### src/rtl/hazard_unit_md.sv
`default_nettype none
// ============================================================================
// Module   : hazard_unit_md
// Purpose  : D-stage hazard/stall unit for the 5-stage pipeline. Compares the
//            D-stage source registers, tagged with pre-decoded Tuse values,
//            against the E/M destinations and their Tnew values. Tracks
//            multiply/divide unit occupancy and counts stall cycles in a
//            saturating performance counter.
// Ports    : clk, reset (sync, active-high)
//            D_rs, D_rt, D_rs_tuse, D_rt_tuse, D_md_use -- D-stage sources
//            E_A3, E_tnew, E_md_start, E_md_is_div      -- E-stage producer
//            M_A3, M_tnew                               -- M-stage producer
//            stall     -- freeze PC and F/D, clear D/E (combinational)
//            md_busy   -- MDU busy counter non-zero (registered)
//            stall_cnt -- saturating count of stalled cycles
// Revision : 1.0 - initial release
// ============================================================================
module hazard_unit_md #(
    parameter int T_W         = 2,
    parameter int MULT_CYCLES = 5,
    parameter int DIV_CYCLES  = 10,
    parameter int CNT_W       = 4,
    parameter int PERF_W      = 32
) (
    input  logic              clk,
    input  logic              reset,
    input  logic [4:0]        D_rs,
    input  logic [4:0]        D_rt,
    input  logic [T_W-1:0]    D_rs_tuse,
    input  logic [T_W-1:0]    D_rt_tuse,
    input  logic              D_md_use,
    input  logic [4:0]        E_A3,
    input  logic [T_W-1:0]    E_tnew,
    input  logic              E_md_start,
    input  logic              E_md_is_div,
    input  logic [4:0]        M_A3,
    input  logic [T_W-1:0]    M_tnew,
    output logic              stall,
    output logic              md_busy,
    output logic [PERF_W-1:0] stall_cnt
);

    localparam logic [CNT_W-1:0]  c_mult_load = CNT_W'(MULT_CYCLES);
    localparam logic [CNT_W-1:0]  c_div_load  = CNT_W'(DIV_CYCLES);
    localparam logic [PERF_W-1:0] c_perf_max  = '1;

    logic [CNT_W-1:0]  r_md_cnt;
    logic [PERF_W-1:0] r_stall_cnt;
    logic              w_stall_rs;
    logic              w_stall_rt;
    logic              w_stall_md;
    logic              w_md_busy;

    // A producer only blocks D when its result arrives later than D needs it;
    // equal Tnew/Tuse is resolved by forwarding. Register 0 is never a hazard.
    assign w_stall_rs = (D_rs != 5'd0) &&
                        (((D_rs == E_A3) && (E_tnew > D_rs_tuse)) ||
                         ((D_rs == M_A3) && (M_tnew > D_rs_tuse)));

    assign w_stall_rt = (D_rt != 5'd0) &&
                        (((D_rt == E_A3) && (E_tnew > D_rt_tuse)) ||
                         ((D_rt == M_A3) && (M_tnew > D_rt_tuse)));

    assign w_md_busy  = (r_md_cnt != '0);

    // E_md_start covers the cycle the mult/div sits in E, before the counter
    // has been loaded.
    assign w_stall_md = D_md_use && (E_md_start || w_md_busy);

    assign stall     = w_stall_rs || w_stall_rt || w_stall_md;
    assign md_busy   = w_md_busy;
    assign stall_cnt = r_stall_cnt;

    // A new start reloads rather than adds: the MDU restarts on every start.
    always_ff @(posedge clk) begin
        if (reset) begin
            r_md_cnt <= '0;
        end else if (E_md_start) begin
            r_md_cnt <= E_md_is_div ? c_div_load : c_mult_load;
        end else if (w_md_busy) begin
            r_md_cnt <= r_md_cnt - 1'b1;
        end
    end

    always_ff @(posedge clk) begin
        if (reset) begin
            r_stall_cnt <= '0;
        end else if (stall && (r_stall_cnt != c_perf_max)) begin
            r_stall_cnt <= r_stall_cnt + 1'b1;
        end
    end

endmodule
`default_nettype wire

### config.mk
export PLATFORM = sky130hd
export DESIGN_NAME = hazard_unit_md
export DESIGN_NICKNAME = d
export VERILOG_FILES = /design/src/rtl/hazard_unit_md.sv
export SDC_FILE = /design/constraint.sdc
export NUM_CORES = 1
export LEC_CHECK = 0
export CAP_MARGIN = 20
export CORE_ASPECT_RATIO = 0.6
export CORE_UTILIZATION = 35
export CTS_CLUSTER_SIZE = 24
export DETAILED_ROUTE_END_ITERATION = 12
export GPL_TIMING_DRIVEN = 0
export HOLD_SLACK_MARGIN = 0.03
export PLACE_DENSITY = 0.61
export SYNTH_ARGS = -nofsm -noshare
export SYNTH_HDL_FRONTEND = slang
export SYNTH_SLANG_ARGS = --single-unit
### constraint.sdc
create_clock -name clk -period 7.5 [get_ports clk]
set_input_delay 2.25 -clock clk [delete_from_list [all_inputs] [get_ports clk]]
set_output_delay 2.25 -clock clk [all_outputs]
set_load 0.02 [all_outputs]
==> load_flow_metrics.sql <==
INSERT INTO impl_metrics (metric_group, metric, value, unit) VALUES
('route', 'vias_per_cell', '5.08', ''),
('final_layout', 'multi_input_comb_area', '1480', 'um^2'),
('yosys', 'yosys.area_share.simple', '0.304', ''),
('worst_setup_path', 'timing.setup.critical_path_class', 'in -> out', ''),
('final_layout', 'final_nets', '397', ''),
('worst_setup_path', 'critical_path.max_fanout', '10', ''),
('grt', 'gr-usage-all-layers', '0.194', ''),
('worst_setup_path', 'critPathLaunchType', 'primary input', ''),
('timing', 'timing.final.setup_violations', '0', ''),
('timing', 'worst_clock_skew_on_the_final_layout', '0.00382', 'ns'),
('yosys', 'post_synth_mux_area_share', '0.0292', ''),
('yosys', 'yosysWarnings', '0', ''),
('worst_setup_path', 'cp_slowest_stage_delay', '0.60', 'ns'),
('timing', 'top_achievable_clock_speed', '137', 'MHz'),
('clock_tree', 'cts-buffers-inserted', '5', ''),
('floorplanning', 'floorplan_die_width', '107', 'um'),
('final_layout', 'post_route_cells_drive_above_1_share', '0.0876', ''),
('timing', 'worst_slew_pin_slew', '0.506', 'ns'),
('timing', 'final_hold_viol_count', '0', ''),
('floorplanning', 'placeableCoreArea', '6250', 'um^2'),
('floorplanning', 'core.rowCount', '22', ''),
('placed_design', 'globalplace.congestion', '0.866', ''),
('power_and_ir_drop', 'vdd_drop_max', '0.0617', 'mV'),
('flow_run', 'drv_cap', '0', ''),
('yosys', 'synth_area', '2310', 'um^2'),
('floorplanning', 'die_y', '65.0', 'um'),
('grt', 'first_pass_grt_wire_length', '10.4', 'mm'),
('worst_setup_path', 'worst_ep_required_time', '5.25', 'ns'),
('worst_setup_path', 'timing.critical_path.slowest_stage_cell', 'sky130_fd_sc_hd__clkdlybuf4s50_1', ''),
('timing', 'min_period_over_period', '0.976', ''),
('clock_tree', 'cts.repair.resized', '0', ''),
('worst_setup_path', 'path_cells', 'clkdlybuf4s50_1 -> inv_1 -> ha_1 -> nand2_1 -> nand4_1 -> nor4_1 -> o22ai_1 -> and3_4 -> buf_6 -> clkbuf_1 -> inv_1 -> clkdlybuf4s50_1', ''),
('yosys', 'largest_family_of_logic_cells_by_synthesized_area', 'simple AND/OR/NAND/NOR gates', ''),
('yosys', 'synth_cells', '280', ''),
('route', 'total_length_of_routed_wires', '6.30', 'mm'),
('yosys', 'ys_seq_elements', '36', ''),
('worst_setup_path', 'crit_family', 'buffers and inverters', ''),
('worst_setup_path', 'crit_arrival', '5.07', 'ns'),
('clock_tree', 'root_buffer', 'sky130_fd_sc_hd__clkbuf_8', ''),
('timing', 'timing.final.crit_period', '7.32', 'ns'),
('clock_tree', 'max-clock-path-buffers', '2', ''),
('clock_tree', 'post_cts_hold_buffer_count', '0', ''),
('timing', 'worst_slack', '0.182', 'ns'),
('hold_path', 'holdCritPathClass', 'reg -> reg', ''),
('timing', 'setup_tns_final', '0', 'ns'),
('power_and_ir_drop', 'leakagePower', '1.10', 'nW'),
('yosys', 'synth_area_per_cell', '8.26', 'um^2'),
('yosys', 'synth-edff-count', '0', ''),
('final_layout', 'antenna_cells', '0', ''),
('clock_tree', 'h-tree-depth', '2', ''),
('clock_tree', 'worstSkewPairLatency', '0.29', 'ns'),
('route', 'post-route-drc-count', '0', ''),
('yosys', 'synth_compound_area_frac', '0.117', ''),
('yosys', 'synth-adder-area-share', '0.0595', ''),
('status', 'outcome', 'complete, no violations', ''),
('timing', 'rsz0062_at_grt', 'false', ''),
('timing', 'max_slew_violation_total_from_the_final_report', '0', ''),
('yosys', 'yosys.cell_types.count', '44', ''),
('final_layout', 'synthToLayoutAreaGrowth', '37.0', '%'),
('grt', 'grt_antenna_before_repair', '0', ''),
('placed_design', 'preCtsSetupSlack', '0.202', 'ns'),
('grt', 'grt_max_degree', '11', ''),
('route', 'ant_nets', '0', ''),
('grt', 'grt_overflow', '0', ''),
('clock_tree', 'tritoncts', 'yes', ''),
('route', 'routed_wire_per_std_cell', '14.4', 'um'),
('grt', 'number_of_global_route_vias_before_repair', '2053', ''),
('yosys', 'yosys.area_share.xor_xnor', '0.129', ''),
('yosys', 'postSynth.asyncResetShare', '0', ''),
('clock_tree', 'cts_sinks', '36', ''),
('clock_tree', 'clk_transition_reported_paths', '0.07', 'ns');
[cell type report]
cell class / count / share of cell area
Tap cell: 84 / 0.0332
Sequential cell: 36 / 0.227
Timing Repair Buffer: 66 / 0.208
Clock buffer: 8 / 0.0284
Inverter: 16 / 0.0189
Multi-Input combinational cell: 218 / 0.466
Buffer: 10 / 0.0174
[stage by stage]
stage / total power, W / area [um^2] / utilization / hold WS (ns) / cells
2_1_floorplan: 0.000255 / 2310 / - / 0.560 / 280
3_3_place_gp: 0.000296 / 3080 / 0.493 / 0.489 / 430
3_5_place_dp: 0.000296 / 3080 / 0.493 / 0.501 / 430
4_1_cts: 0.000441 / 3170 / 0.507 / 0.515 / 438
5_1_grt: 0.000459 / 3170 / 0.507 / 0.535 / 438
6_report: 0.000438 / 3170 / 0.507 / 0.511 / 438
[cell usage after synthesis, types with 2 or more instances]
cell type / count / area (um^2)
sky130_fd_sc_hd__a31o_2: 4 / 35.0
sky130_fd_sc_hd__o21ai_0: 5 / 25.0
sky130_fd_sc_hd__and3_1: 7 / 43.8
sky130_fd_sc_hd__nor2_1: 27 / 101
sky130_fd_sc_hd__or2_2: 3 / 18.8
sky130_fd_sc_hd__and2_1: 4 / 25.0
sky130_fd_sc_hd__nand2b_1: 2 / 12.5
sky130_fd_sc_hd__buf_6: 2 / 22.5
sky130_fd_sc_hd__nand4_1: 11 / 68.8
sky130_fd_sc_hd__xor2_1: 9 / 78.8
sky130_fd_sc_hd__nand2_1: 16 / 60.1
sky130_fd_sc_hd__a21oi_1: 20 / 100
sky130_fd_sc_hd__and4_1: 2 / 17.5
sky130_fd_sc_hd__nor4_2: 2 / 25.0
sky130_fd_sc_hd__o31ai_1: 4 / 30.0
sky130_fd_sc_hd__inv_1: 16 / 60.1
sky130_fd_sc_hd__nor3_1: 7 / 35.0
sky130_fd_sc_hd__ha_1: 11 / 138
sky130_fd_sc_hd__mux2_2: 6 / 67.6
sky130_fd_sc_hd__nor4_1: 5 / 31.3
sky130_fd_sc_hd__nor2b_1: 9 / 56.3
sky130_fd_sc_hd__dfxtp_1: 36 / 721
sky130_fd_sc_hd__xnor2_1: 25 / 219
sky130_fd_sc_hd__clkbuf_1: 6 / 22.5
sky130_fd_sc_hd__or4_1: 5 / 37.5
sky130_fd_sc_hd__o22ai_1: 2 / 12.5
sky130_fd_sc_hd__a21o_1: 3 / 22.5
sky130_fd_sc_hd__buf_2: 2 / 10.0
sky130_fd_sc_hd__nand3_1: 14 / 70.1
[routing by layer]
layer,global-route usage,vias up,wire (um)
met5,0,-,0
met2,0.252,58,2290
met3,0.0402,9,400
met1,0.308,1016,3540
met4,0.0565,0,72
li1,-,1143,-
[tightest hold or removal path: cells and delay by family (launching register included)]
kind,cells,cell delay [ns]
AOI/OAI and AO/OA,2,0.14
DFF,1,0.34
[worst paths after layout]
path	cells past startpoint	to	startpoint	slack (ns)
max	12	stall	D_rt_tuse[1]	0.18
max reg2reg	9	stall_cnt[9]	stall_cnt[16]	4.73
min reg2reg	2	stall_cnt[15]	stall_cnt[15]	0.51
min	2	stall_cnt[15]	stall_cnt[15]	0.51
[cells in the final DEF, fill, tap and decap left out, types with 3 or more instances in the layout]
master,netlist,routed
sky130_fd_sc_hd__clkdlybuf4s50_1,0,66
sky130_fd_sc_hd__dfxtp_1,36,36
sky130_fd_sc_hd__nor2_1,27,27
sky130_fd_sc_hd__xnor2_1,25,25
sky130_fd_sc_hd__a21oi_1,20,20
sky130_fd_sc_hd__inv_1,16,16
sky130_fd_sc_hd__nand2_1,16,16
sky130_fd_sc_hd__nand3_1,14,14
sky130_fd_sc_hd__nand4_1,11,11
sky130_fd_sc_hd__ha_1,11,11
sky130_fd_sc_hd__xor2_1,9,9
sky130_fd_sc_hd__nor2b_1,9,9
sky130_fd_sc_hd__clkbuf_1,6,8
sky130_fd_sc_hd__and3_1,7,7
sky130_fd_sc_hd__nor3_1,7,7
sky130_fd_sc_hd__mux2_2,6,6
sky130_fd_sc_hd__clkbuf_8,0,6
sky130_fd_sc_hd__o21ai_0,5,5
sky130_fd_sc_hd__nor4_1,5,5
sky130_fd_sc_hd__or4_1,5,5
sky130_fd_sc_hd__and2_1,4,4
sky130_fd_sc_hd__o31ai_1,4,4
sky130_fd_sc_hd__a31o_2,4,4
sky130_fd_sc_hd__or2_2,3,3
sky130_fd_sc_hd__a21o_1,3,3
[cells by family (layout without fill, tap and decap cells)]
logic type | count (synthesis) | after routing
xor+xnor | 34 | 34
fa+ha+maj | 11 | 11
flops | 36 | 36
buf+inv | 26 | 100
compound gates | 43 | 43
simple gates | 124 | 124
mux | 6 | 6
[flip-flops by register name, indices dropped and copies added (netlist names)]
register	cells
stall_cnt	32
r_md_cnt	4
[power by group]
part | total [W] | leakage, nW | internal [W] | switching, W
clock | 0.000145 | 0.0455 | 0.0000750 | 0.0000701
sequential | 0.000200 | 0.291 | 0.000195 | 0.00000493
combinational | 0.0000925 | 0.765 | 0.0000466 | 0.0000459
total | 0.000438 | 1.10 | 0.000317 | 0.000121
(Power assumes the default switching activity.)
